$ cat src/rtl/reg_arb_pkg.sv
`default_nettype none
// ============================================================================
// Module   : reg_arb_pkg
// Purpose  : Shared types, constants and helpers for the register write arbiter.
// Revision : 1.0 - initial release
// ============================================================================
package reg_arb_pkg;

    typedef enum logic {
        IDLE = 1'b0,
        HOLD = 1'b1
    } arb_state_t;

    localparam int MAX_HOLD   = 15;
    localparam int HOLD_CNT_W = $clog2(MAX_HOLD + 1);

    // A single requester still needs a 1-bit index so ports never collapse to zero width.
    function automatic int idx_width(input int n);
        return (n <= 2) ? 1 : $clog2(n);
    endfunction

endpackage
`default_nettype wire

$ cat src/rtl/reg_write_arbiter_rr_pick.sv
`default_nettype none
// ============================================================================
// Module   : rr_pick
// Purpose  : Combinational round-robin picker; first set request at or after ptr.
// Revision : 1.0 - initial release
// ============================================================================
module rr_pick import reg_arb_pkg::*; #(
    parameter  int NREQ = 4,
    localparam int IDXW = idx_width(NREQ)
) (
    input  logic [NREQ-1:0] req,
    input  logic [IDXW-1:0] ptr,
    output logic [NREQ-1:0] grant,
    output logic [IDXW-1:0] grant_idx,
    output logic            any_grant
);

    localparam int SUMW = IDXW + 1;

    logic [SUMW-1:0] w_sum;
    logic [IDXW-1:0] w_pos;

    // Wrap with a single subtraction so non-power-of-2 NREQ never yields an invalid index.
    always_comb begin
        grant     = '0;
        grant_idx = '0;
        any_grant = 1'b0;
        w_sum     = '0;
        w_pos     = '0;
        for (int k = 0; k < NREQ; k++) begin
            w_sum = {1'b0, ptr} + SUMW'(k);
            if (w_sum >= SUMW'(NREQ)) begin
                w_sum = w_sum - SUMW'(NREQ);
            end
            w_pos = w_sum[IDXW-1:0];
            if (!any_grant && req[w_pos]) begin
                any_grant    = 1'b1;
                grant[w_pos] = 1'b1;
                grant_idx    = w_pos;
            end
        end
    end

endmodule
`default_nettype wire

$ cat src/rtl/reg_write_arbiter.sv
`default_nettype none
// ============================================================================
// Module   : reg_write_arbiter
// Purpose  : Round-robin arbiter writing one shared register, with a hold window.
// Revision : 1.0 - initial release
// ============================================================================
module reg_write_arbiter import reg_arb_pkg::*; #(
    parameter  int             WDT      = 1,
    parameter  logic [WDT-1:0] RST_VAL  = '0,
    parameter  int             NREQ     = 4,
    parameter  int             HOLD_CYC = 2,
    localparam int             IDXW     = idx_width(NREQ)
) (
    input  logic                clk,
    input  logic                rst,
    input  logic [NREQ-1:0]     req_valid,
    input  logic [NREQ*WDT-1:0] req_data,
    output logic [NREQ-1:0]     req_ready,
    output logic [WDT-1:0]      d_out,
    output logic                upd_pulse,
    output logic [IDXW-1:0]     upd_src,
    output logic                busy
);

    localparam arb_state_t            c_ST_IDLE   = IDLE;
    localparam arb_state_t            c_ST_HOLD   = HOLD;
    localparam logic [HOLD_CNT_W-1:0] c_HOLD_INIT = (HOLD_CYC > 0) ? HOLD_CNT_W'(HOLD_CYC - 1) : '0;
    localparam logic [IDXW-1:0]       c_LAST_IDX  = IDXW'(NREQ - 1);

    arb_state_t            r_state;
    logic [HOLD_CNT_W-1:0] r_cnt;
    logic [IDXW-1:0]       r_ptr;
    logic [WDT-1:0]        r_data;
    logic                  r_upd_pulse;
    logic [IDXW-1:0]       r_upd_src;

    logic [WDT-1:0]        w_req_data [NREQ];
    logic [NREQ-1:0]       w_pick_grant;
    logic [IDXW-1:0]       w_pick_idx;
    logic                  w_pick_any;
    logic                  w_accepting;
    logic                  w_write;
    logic [IDXW-1:0]       w_ptr_next;

    generate
        for (genvar gi = 0; gi < NREQ; gi++) begin : g_unpack
            assign w_req_data[gi] = req_data[gi*WDT +: WDT];
        end
    endgenerate

    rr_pick #(
        .NREQ (NREQ)
    ) u_pick (
        .req       (req_valid),
        .ptr       (r_ptr),
        .grant     (w_pick_grant),
        .grant_idx (w_pick_idx),
        .any_grant (w_pick_any)
    );

    // Gating on rst keeps every ready low for the whole reset interval, not just after the edge.
    assign w_accepting = (r_state == c_ST_IDLE) && !rst;
    assign req_ready   = w_accepting ? w_pick_grant : '0;
    assign w_write     = w_accepting && w_pick_any;
    assign w_ptr_next  = (w_pick_idx == c_LAST_IDX) ? '0 : w_pick_idx + IDXW'(1);

    always_ff @(posedge clk or posedge rst) begin
        if (rst) begin
            r_state     <= c_ST_IDLE;
            r_cnt       <= '0;
            r_ptr       <= '0;
            r_data      <= RST_VAL;
            r_upd_pulse <= 1'b0;
            r_upd_src   <= '0;
        end else begin
            r_upd_pulse <= w_write;
            if (w_write) begin
                r_data    <= w_req_data[w_pick_idx];
                r_upd_src <= w_pick_idx;
                r_ptr     <= w_ptr_next;
                // With no hold window the arbiter stays open for back-to-back writes.
                if (HOLD_CYC > 0) begin
                    r_state <= c_ST_HOLD;
                    r_cnt   <= c_HOLD_INIT;
                end
            end else if (r_state == c_ST_HOLD) begin
                if (r_cnt == '0) begin
                    r_state <= c_ST_IDLE;
                end else begin
                    r_cnt <= r_cnt - HOLD_CNT_W'(1);
                end
            end
        end
    end

    assign d_out     = r_data;
    assign upd_pulse = r_upd_pulse;
    assign upd_src   = r_upd_src;
    assign busy      = (r_state == c_ST_HOLD);

    // Requesters must keep valid and data steady until their grant.
    generate
        for (genvar gi = 0; gi < NREQ; gi++) begin : g_contract
            a_valid_held : assert property (@(posedge clk) disable iff (rst)
                (req_valid[gi] && !req_ready[gi]) |=> req_valid[gi]);
            a_data_stable : assert property (@(posedge clk) disable iff (rst)
                (req_valid[gi] && !req_ready[gi]) |=> $stable(req_data[gi*WDT +: WDT]));
        end
    endgenerate

endmodule
`default_nettype wire

$ cat config.mk
export PLATFORM = sky130hd
export DESIGN_NAME = reg_write_arbiter
export DESIGN_NICKNAME = d
export VERILOG_FILES = /design/src/rtl/reg_arb_pkg.sv /design/src/rtl/reg_write_arbiter_rr_pick.sv /design/src/rtl/reg_write_arbiter.sv
export SDC_FILE = /design/constraint.sdc
export NUM_CORES = 1
export LEC_CHECK = 0
export ABC_AREA = 1
export BUFFER_PORTS_ARGS = -buffer_cell sky130_fd_sc_hd__buf_4
export CAP_MARGIN = 15
export CORE_ASPECT_RATIO = 0.6
export CORE_UTILIZATION = 35
export DETAILED_ROUTE_END_ITERATION = 8
export SLEW_MARGIN = 20
export SYNTH_ARGS = -nofsm -noshare
export SYNTH_HDL_FRONTEND = slang
export SYNTH_SLANG_ARGS = --single-unit
$ cat constraint.sdc
create_clock -name clk -period 6.3 [get_ports clk]
set_input_delay 1.26 -clock clk [delete_from_list [all_inputs] [get_ports clk]]
set_output_delay 1.26 -clock clk [all_outputs]
set_load 0.1 [all_outputs]
After elaboration in Yosys (flattened, before gate mapping)
Cells that the tools add are included.
{ "word_totals": {"wordCells": 94, "in_bits": 10, "out_inout_bits": 9, "reg_bits": 11} }
{ "op_classes": {"n_reduce_logical": 16, "n_mux": 43, "magnitude_cmp": 13, "eq_ne": 2, "n_addsub": 9, "n_bitwise": 5} }
{ "ops": {"columns": ["operator", "n"], "rows": [
  ["2-to-1 mux 4 bit", 8],
  ["2-to-1 mux 2 bit", 9],
  ["2-to-1 mux 1 bit", 17],
  ["greater-or-equal comparator 3 bit, second input constant", 4],
  ["< comparator 2 x 3 -> 1 bit, second input constant", 4],
  ["bitwise OR 4 bit", 3],
  ["binary-select mux 1 bit (select 2 bit)", 5],
  ["logical AND 1 bit", 9],
  ["demux 1 bit (select 2 bit)", 4],
  ["greater-or-equal comparator 2 x 1 -> 1 bit, second input constant", 4],
  ["subtractor 2 x 1 -> 2 bit, second input constant", 4],
  ["adder 2 x 2 -> 3 bit, second input constant", 2],
  ["logical NOT 1 bit", 4],
  ["logical NOT 4 bit", 1],
  ["subtractor 4 x 1 -> 4 bit, second input constant", 1],
  ["adder 2 x 1 -> 3 bit, second input constant", 1],
  ["greater-or-equal comparator 2 x 3 -> 1 bit, second input constant", 1],
  ["inverter 2 -> 3 bit", 1],
  ["adder 2 x 1 -> 2 bit, second input constant", 1],
  ["equality test 2 bit, second input constant", 1],
  ["inequality test 2 bit, second input constant", 1],
  ["AND reduction 2 bit", 1],
  ["nonzero test 2 bit", 1],
  ["inverter 1 bit", 1]
]} }

Longest topological paths before layout
Gate-level depths: netlist of run 1.
{ "logic_depth": {"ltp_word": 18, "ltp_mapped": 14} }

Modules after synthesis
A second synthesis of run 1 with hierarchy kept.
{ "hier_totals": {"hier_cells": 150, "area_unflattened_um2": 1037.2} }
{ "modules_own_cells": {"columns": ["mod", "n_inst", "cells_each", "area_each_um2"], "rows": [
  ["reg_write_arbiter", 1, 76, 596.8],
  ["rr_pick", 1, 74, 440.4]
]} }

Least setup slack after synthesis of run 1
OpenSTA, ideal clock, no wires.
{ "synth_timing": {"path_type": "input-to-output", "from": "in req_valid[0]", "to": "out req_ready[0]", "path_stages": 11, "n_path_buf": 0, "setup_slack_ns": 2.386, "arrival_time_ns": 2.654, "required_ns": 5.040, "path_cell_list": "inv_1 nand2_1 nand3_2 nand2_4 nor2_2 inv_1 o21ai_0 a31oi_1 o21ai_0 nand2_1 inv_1"} }
{ "synth_between": {"elab_chain_cells": 13, "elab_cells_between_ends": 25, "classes_between": "mux (16); bitwise (3); reduce/logical (6)"} }
{ "synth_rtl": {"columns": ["element", "line", "text"], "rows": [
  ["from (decl)", "reg_write_arbiter.sv:16", "input logic [NREQ-1:0] req_valid,"],
  ["binary-select mux 1 bit (select 2 bit)", "reg_write_arbiter_rr_pick.sv:36", "if (!any_grant && req[w_pos]) begin"],
  ["2-to-1 mux 1 bit (implied by the code)", "reg_write_arbiter_rr_pick.sv:36", null],
  ["2-to-1 mux 1 bit", "reg_write_arbiter_rr_pick.sv:36", null],
  ["logical NOT 1 bit", "reg_write_arbiter_rr_pick.sv:36", null],
  ["logical AND 1 bit", "reg_write_arbiter_rr_pick.sv:36", null],
  ["2-to-1 mux 1 bit", "reg_write_arbiter_rr_pick.sv:36", null],
  ["logical NOT 1 bit", "reg_write_arbiter_rr_pick.sv:36", null],
  ["logical AND 1 bit", "reg_write_arbiter_rr_pick.sv:36", null],
  ["2-to-1 mux 1 bit", "reg_write_arbiter_rr_pick.sv:36", null],
  ["logical NOT 1 bit", "reg_write_arbiter_rr_pick.sv:36", null],
  ["logical AND 1 bit", "reg_write_arbiter_rr_pick.sv:36", null],
  ["2-to-1 mux 4 bit (*)", "reg_write_arbiter_rr_pick.sv:36", null],
  ["2-to-1 mux 4 bit (*)", "reg_write_arbiter.sv:63", "assign req_ready = w_accepting ? w_pick_grant : '0;"],
  ["to (decl)", "reg_write_arbiter.sv:18", "output logic [NREQ-1:0] req_ready,"]
]} }
Every way passes the cells marked *; elsewhere a longest branch is shown, timed or not. The select of a mux whose other input is x is not followed.

Worst setup path after layout of run 1
{ "layout_timing": {"from": "reg r_ptr[0]", "to": "out req_ready[0]"} }
{ "layout_between": {"elab_chain_cells": 15, "elab_cells_between_ends": 60, "classes_between": "add/sub (7); order compare (12); mux (28); bitwise (3); reduce/logical (10)"} }
{ "layout_rtl": {"columns": ["element", "line", "text"], "rows": [
  ["from (decl)", "reg_write_arbiter.sv:32", "logic [IDXW-1:0] r_ptr;"],
  ["from (signal assigned)", "reg_write_arbiter.sv:80", "r_ptr <= w_ptr_next;"],
  ["parallel branches: the longest is 13 deep, another holds adder 2 x 1 -> 3 bit", null, null],
  ["2-to-1 mux 4 bit (*)", "reg_write_arbiter_rr_pick.sv:36", null],
  ["2-to-1 mux 4 bit (*)", "reg_write_arbiter.sv:63", null]
]} }
Mark *: on every way between the ends. The select of a mux whose other input is x is not followed.

==> results.txt, run 1 <==
Run status - completed
Post-synthesis sequential area ratio - 0.2543
Core area - 2909 um2
Layout area overhead - 20.46%
Clock tree buffer depth - 2
Final setup violation count - 0
Synthesized area per cell - 7.028 um2
Share of the synthesized area in the top cell type - 0.2543
PortBufs - 18
Period utilisation layout - 0.6563
Number of remaining DRC errors - 0
Critical path class - reg -> out
Vias per Instance - 4.696
Sink Count - 11
Gr ovfl total - 0
Clock Root Buffer - clkbuf_8
Io pins - 19
Initial core utilization - 0.3720
Fmax - 241.8 MHz
Synth top area cells - dfrtp_1, nand2_1, ha_1
Setup TNS - 0 ps
Synthesized flop and latch total - 11
Final hold violation count - 0
Commonest non-fill, non-tap cell in the layout - nand2_1
CTS Buf Count - 3
Die area - 3326 um2
Synth unique cells - 28
Maximum fanout along the worst path - 15
Commonest non-fill, non-tap cells in the layout - nand2_1, inv_1, buf_4
Cells after Synth - 154
Die Width - 73.79 um
Area leader, netlist - dfrtp_1
Fill cells - 290
Net Count, Synth - 174
Routed WL - 2360 um
RSZ-0062 raised after global routing - no
First-pass GRT wire length - 3960 um
# rows - 15
Multi-input gate area - 676.9 um2
CP endpoint kind - output port
Syn. warnings - 0
Cts repair resizes - 0
Maximum capacitance violations - 0
Critical path data arrival time - 2870 ps
Slew headroom - 0.6382
CTS H-tree depth - 1
CTS tree - built
Starting DRT DRC Count - 96
Largest net degree at the start of global routing - 16
Clock transition at path regs - 50 ps
Critical Path RT - 5040 ps
Clk_skew - 1.992 ps
Worst skew pair latency - 230 ps
Layout net count - 196
Die Ht - 45.08 um
Area occupied by registers - 275.3 um2
DR pass1 iterations - 4
WL/cell - 10.88 um
Vias - 1,019
Worst hold path class - reg -> reg
Antenna Violating Nets Remaining - 0
Cts hold-fix bufs - 0
Tot GR Track Use - 0.1577
CP Launch Type - flip-flop
Final Max Tran Viols - 0
Measured slew at the worst slew-check pin - 542.7 ps
Final Critical Period - 4135 ps
Postcts setup bufs - 0
Final Wtd Congestion - 0.8451
Diodes inserted - 0
Ratio of cells with drive above 1 in the final layout - 0.2286
Initial antenna violation count - 0
Post-Syn Area - 1082 um2
Hpwl dp - 1906 um
Vias in the first global route - 852
## per-stage QoR
| stage | instance area (um2) | util | hold slack [ps] | setup WS, ps | instances |
|---|---|---|---|---|---|
| finish | 1304 | 0.4482 | 495.3 | 2165 | 217 |
| global placement | 1259 | 0.4327 | 473.8 | 2435 | 213 |
| CTS | 1304 | 0.4482 | 492.3 | 2163 | 217 |
| floorplan | 1082 | - | 465.4 | 2386 | 154 |
| global route | 1304 | 0.4482 | 514.8 | 1901 | 217 |
| detailed placement | 1259 | 0.4327 | 471.0 | 2347 | 213 |
## synth_stat cells
cell type   n
nand2_2     5
nor2_8      1
a31oi_1     3
o21ai_0     5
o21a_1      1
nor2_1      6
inv_2       3
nand4_2     1
nand2_1    40
a21oi_1     3
o211ai_1    1
nand4_1     3
nand3_1    17
ha_1       10
nand2_4     3
buf_6       1
xor2_1      1
nand4_4     1
o21ai_1     2
dfrtp_1    11
o22ai_1     1
a22oi_1     1
nor3_1      1
nand3_2     3
nor2_2      1
o221ai_1    1
inv_1      27
inv_4       1
## layer usage
metal	up-vias	track usage	wire length (um)
met4	0	0.03077	10
li1	541	-	-
met1	434	0.2576	1318
met5	-	0	0
met2	42	0.2000	868
met3	2	0.04018	161
## cell families after synthesis
kind of cell / synth area share
and+or+nand+nor: 0.4035
buffers and inverters: 0.1202
AOI/OAI and AO/OA: 0.09827
DFF: 0.2543
adders and majority gates: 0.1156
xor gates and xnor gates: 0.008094
## flip-flops by register name, indices dropped and copies added, names as in the netlist
| signal | cells |
|---|---|
| r_cnt | 4 |
| r_ptr | 2 |
| upd_src | 2 |
| busy | 1 |
| d_out | 1 |
| upd_pulse | 1 |
## path summary, 6_finish.rpt
path                       startpoint            to  slack, ps  cells past startpoint
hold / removal             upd_src[1]    upd_src[1]        500                      2
setup reg to reg             r_ptr[0]      r_ptr[1]       3780                     13
max in group asynchronous         rst      r_cnt[3]       4990                      2
setup / recovery             r_ptr[0]  req_ready[0]       2170                     13
hold reg to reg            upd_src[1]    upd_src[1]        500                      2
min in group asynchronous         rst    upd_src[1]       1020                      2
## cell type report
cell class	count	share of cell area
timing repair buffer	18	0.1036
tap	42	0.04031
multi-input combinational	111	0.5192
clock buffer	4	0.03455
inverter	31	0.09117
sequential	11	0.2111
## critical path, stage by stage (launching register included)
cell and delay [ps]:
dfrtp_1 680, inv_2 220, ha_1 450, inv_1 100, nand3_1 140, nand2_4 90
nor2_2 160, inv_1 90, o21ai_0 160, a31oi_1 50, o21ai_0 80, nand2_1 60
inv_1 70, buf_4 280
Power of run 1 is not shown: default switching activity piles up to over one toggle a cycle in this logic, so the estimate is an artifact.
==> inputs of run 2 (changes only) <==
==> constraint.sdc (replaced) <==
create_clock -name clk -period 3.7 [get_ports clk]
set_input_delay 0.74 -clock clk [delete_from_list [all_inputs] [get_ports clk]]
set_output_delay 0.74 -clock clk [all_outputs]
set_load 0.1 [all_outputs]
==> results.txt, run 2 (synthesis results as in run 1) <==
Run status - completed (unchanged)
Maximum capacitance violations - 0 (unchanged)
Final worst setup slack - 411.0 ps (was 2165 ps)
DR pass1 iterations - 4 (unchanged)
CTS Buf Count - 3 (unchanged)
Final Wtd Congestion - 0.8371 (was 0.8451)
Antenna Violating Nets Remaining - 0 (unchanged)
R2r setup slk - 1530 ps (was 3780 ps)
Gr ovfl total - 0 (unchanged)
CTS H-tree depth - 1 (unchanged)
Clock tree buffer depth - 2 (unchanged)
Commonest non-fill, non-tap cells in the layout - nand2_1, inv_1, buf_4 (unchanged)
Tot GR Track Use - 0.1682 (was 0.1577)
WL/cell - 11.48 um (was 10.88 um)
Critical path class - reg -> out (unchanged)
Largest net degree at the start of global routing - 15 (was 16)
Number of remaining DRC errors - 0 (unchanged)
Final Critical Period - 3289 ps
Metal2 WL - 1052 um (was 868 um)
Largest Register - r_cnt (unchanged)
Layout net count - 198 (was 196)
Io pins - 19 (unchanged)
Sink Count - 11 (unchanged)
Hpwl dp - 2043 um (was 1906 um)
Clock Root Buffer - clkbuf_8 (unchanged)
Routed WL - 2515 um (was 2360 um)
Layout area overhead - 21.85% (was 20.46%)
Worst setup endpoint - req_ready[0] (unchanged)
Clk_skew - 0.8844 ps (was 1.992 ps)
Final Max Tran Viols - 0 (unchanged)
Critical path data arrival time - 2550 ps (was 2870 ps)
Clock transition at path regs - 50 ps (about the same)
Core area - 2909 um2 (unchanged)
Cts repair resizes - 0 (unchanged)
First-pass GRT wire length - 4181 um (was 3960 um)
Period utilisation layout - 0.8889
Cts hold-fix bufs - 0 (unchanged)
Postcts setup bufs - 0 (unchanged)
Die area - 3326 um2 (unchanged)
Slew headroom - 0.6503 (was 0.6382)
Die Ht - 45.08 um (unchanged)
Final setup violation count - 0 (unchanged)
Vias in the first global route - 945 (was 852)
Maximum fanout along the worst path - 8 (was 15)
Commonest non-fill, non-tap cell in the layout - nand2_1 (unchanged)
R2R Path End - r_ptr[1] (unchanged)
Setup TNS - 0 ps (unchanged)
Worst skew pair latency - 240 ps (was 230 ps)
R2r startpoint - r_ptr[1] (was r_ptr[0])
# rows - 15 (unchanged)
Fmax - 304.0 MHz
Initial antenna violation count - 0 (unchanged)
RSZ-0062 raised after global routing - no (unchanged)
Critical Path Source - r_ptr[1] (was r_ptr[0])
Vias per Instance - 4.744 (was 4.696)
Worst hold path class - reg -> reg (unchanged)
Diodes inserted - 0 (unchanged)
Largest register FFs - 4 (unchanged)
Routed wl met3 - 107 um (was 161 um)
WL met1 - 1339 um (was 1318 um)
Worst r2r path cells - 13 (unchanged)
Vias - 1,039 (was 1,019)
Ratio of cells with drive above 1 in the final layout - 0.2373 (was 0.2286)
Final hold violation count - 0 (unchanged)
CTS tree - built (unchanged)
Initial core utilization - 0.3720 (unchanged)
Top Layer Used - met4 (unchanged)
CP endpoint kind - output port (unchanged)
Starting DRT DRC Count - 31 (was 96)
Critical Path RT - 2960 ps (was 5040 ps)
PortBufs - 18 (unchanged)
Measured slew at the worst slew-check pin - 522.7 ps (was 542.7 ps)
Die Width - 73.79 um (unchanged)
CP Launch Type - flip-flop (unchanged)
Pre-CTS setup slack - 708.0 ps (was 2347 ps)
run 2: worst max-delay path, stage by stage (launching register included):
cell     delay, ps
dfrtp_1        500
inv_1          100
ha_1           380
inv_1          100
nand3_1        130
nand2_4         90
nor2_2         190
inv_1          100
o21ai_0        180
a31oi_1         60
o21ai_0         80
nand2_1         70
inv_1           60
buf_4          280
run 2: worst min path at each step:
| stage | start | endpoint | slack [ps] | cells past startpoint |
|---|---|---|---|---|
| after global placement | upd_src[1] | upd_src[1] | 470 | 2 |
| after detailed placement | d_out | d_out | 480 | 2 |
| after global routing | upd_src[1] | upd_src[1] | 520 | 2 |
| after floorplan | r_cnt[0] | r_cnt[0] | 470 | 2 |
| after CTS | upd_src[0] | upd_src[0] | 500 | 2 |
| final | upd_src[0] | upd_src[0] | 500 | 2 |
run 2: routing by layer:
| layer | global-route usage | up-vias |
|---|---|---|
| met2 | 0.2642 | 36 |
| li1 | - | 545 |
| met5 | 0 | - |
| met1 | 0.2442 | 456 |
| met4 | 0.03846 | 0 |
| met3 | 0.02679 | 2 |
run 2: final cells by class:
class,count,area [um2]
multi-input cells,111,676.9
well taps,42,52.55
fillers,289,1590
inverters,31,118.9
clock buffers,4,45.04
repair buffers,20,150.1
flip-flops and latches,11,275.3
run 2: per-stage QoR:
step	cell area, um2	hold slack, ps	std cells	utilization
floorplan	1082	465.4	154	-
global placement	1274	473.1	215	0.4378
detailed placement	1274	480.9	215	0.4378
CTS	1319	497.5	219	0.4533
global route	1319	515.8	219	0.4533
finish	1319	496.0	219	0.4533
Power of run 2 is left out for the same reason.
==> inputs of run 3 (changes only) <==
==> constraint.sdc (replaced) <==
create_clock -name clk -period 3.35 [get_ports clk]
set_input_delay 0.67 -clock clk [delete_from_list [all_inputs] [get_ports clk]]
set_output_delay 0.67 -clock clk [all_outputs]
set_load 0.1 [all_outputs]
==> results.txt, run 3 (synthesis results as in run 1) <==
Run status - completed (unchanged)
Largest net degree at the start of global routing - 15 (unchanged)
CTS H-tree depth - 1 (unchanged)
Routed WL - 2482 um (was 2515 um)
Critical path data arrival time - 2420 ps (was 2550 ps)
CP Cell Sequence - inv_1 -> ha_1 -> inv_1 -> nand3_1 -> nand2_4 -> nor2_2 -> inv_1 -> o21ai_0 -> a31oi_1 -> o21ai_0 -> nand2_1 -> inv_1 -> buf_4 (unchanged)
Largest Register - r_cnt (unchanged)
Final hold violation count - 0 (unchanged)
Postcts setup bufs - 0 (unchanged)
DR pass1 iterations - 4 (unchanged)
First-pass GRT wire length - 4284 um (was 4181 um)
Vias - 1,070 (was 1,039)
Cts repair resizes - 0 (unchanged)
Initial core utilization - 0.3720 (unchanged)
Layout area overhead - 21.97% (was 21.85%)
CP endpoint kind - output port (unchanged)
Final Wtd Congestion - 0.8807 (was 0.8371)
Hpwl dp - 2039 um (was 2043 um)
Fill cells - 292 (was 289)
Layout net count - 198 (unchanged)
Vias per Instance - 4.886 (was 4.744)
Critical-path top delay cell - dfrtp_2 (was dfrtp_1)
Core area - 2909 um2 (unchanged)
Slew headroom - 0.6511 (was 0.6503)
Worst skew pair latency - 230 ps (was 240 ps)
CTS tree - built (unchanged)
Top Family by Delay on Critical Path - buffers and inverters (unchanged)
Clock Root Buffer - clkbuf_8 (unchanged)
Clk_skew - 0.4572 ps (was 0.8844 ps)
Die Ht - 45.08 um (unchanged)
CTS Buf Count - 3 (unchanged)
Vias in the first global route - 994 (was 945)
Io pins - 19 (unchanged)
Critical Path RT - 2680 ps (was 2960 ps)
Worst hold path class - in -> async (was reg -> reg)
Critical path class - reg -> out (unchanged)
Crit path largest cell delay - 450 ps (was 500 ps)
CP Launch Type - flip-flop (unchanged)
Measured slew at the worst slew-check pin - 521.5 ps (was 522.7 ps)
WL/cell - 11.33 um (was 11.48 um)
Commonest non-fill, non-tap cells in the layout - nand2_1, inv_1, buf_4 (unchanged)
Die area - 3326 um2 (unchanged)
Final setup violation count - 0 (unchanged)
Final Max Tran Viols - 0 (unchanged)
Initial antenna violation count - 0 (unchanged)
Gr ovfl total - 0 (unchanged)
Sink Count - 11 (unchanged)
Maximum fanout along the worst path - 8 (unchanged)
CP dominant cell by count - inv_1 (unchanged)
Final Critical Period - 3094 ps
Clock transition at path regs - 50 ps (about the same)
PortBufs - 18 (unchanged)
Ratio of cells with drive above 1 in the final layout - 0.2429 (was 0.2373)
Period utilisation layout - 0.9235
Antenna Violating Nets Remaining - 0 (unchanged)
Number of remaining DRC errors - 0 (unchanged)
Tot GR Track Use - 0.1698 (was 0.1682)
Largest register FFs - 4 (unchanged)
Starting DRT DRC Count - 75 (was 31)
Maximum capacitance violations - 0 (unchanged)
Commonest non-fill, non-tap cell in the layout - nand2_1 (unchanged)
Setup TNS - 0 ps (unchanged)
Fmax - 323.2 MHz
Die Width - 73.79 um (unchanged)
WP buf/inv - 5 (unchanged)
Clock tree buffer depth - 2 (unchanged)
RSZ-0062 raised after global routing - no (unchanged)
# rows - 15 (unchanged)
Cts hold-fix bufs - 0 (unchanged)
Diodes inserted - 0 (unchanged)
[run 3: cell counts in the layout (fill, tap and decap cells not counted)]
Identical to the previous run, type by type.
[run 3: stage by stage]
stage               utilization  setup slack, ps  hold WS (ps)  cells  cell area (um2)
detailed placement       0.4378            452.3         476.9    215             1274
finish                   0.4538            256.4         430.4    219             1320
global placement         0.4378            545.0         474.4    215             1274
global route             0.4538            47.32         470.3    219             1320
floorplan                     -            290.9         465.4    154             1082
CTS                      0.4533            174.9         442.4    219             1319
[run 3: path summary, 6_finish.rpt]
| kind | startpoint | to | slack [ps] | depth (start not counted) |
|---|---|---|---|---|
| setup / recovery | r_ptr[1] | req_ready[0] | 260 | 13 |
| hold / removal | rst | r_ptr[0] | 430 | 2 |
| setup reg to reg | r_ptr[1] | r_ptr[1] | 1260 | 13 |
| hold reg to reg | d_out | d_out | 490 | 2 |
| max in group asynchronous | rst | r_ptr[1] | 2620 | 2 |
| min in group clk | d_out | d_out | 490 | 2 |
[run 3: final cells by class]
cell class,instances,area [um2],share of cell area
multi-input combinational,111,676.9,0.5128
sequential,11,276.5,0.2095
timing repair buffer,20,150.1,0.1137
inverter,31,118.9,0.09005
tap,42,52.55,0.03981
clock buffer,4,45.04,0.03412
[run 3: layer usage]
layer | vias up | global-route usage | part of all wire
li1 | 547 | - | -
met1 | 488 | 0.2459 | 0.54
met2 | 33 | 0.2587 | 0.40
met3 | 2 | 0.04018 | 0.059
met4 | 0 | 0.03462 | 0.0056
met5 | - | 0 | 0
Power of run 3 is left out for the same reason.
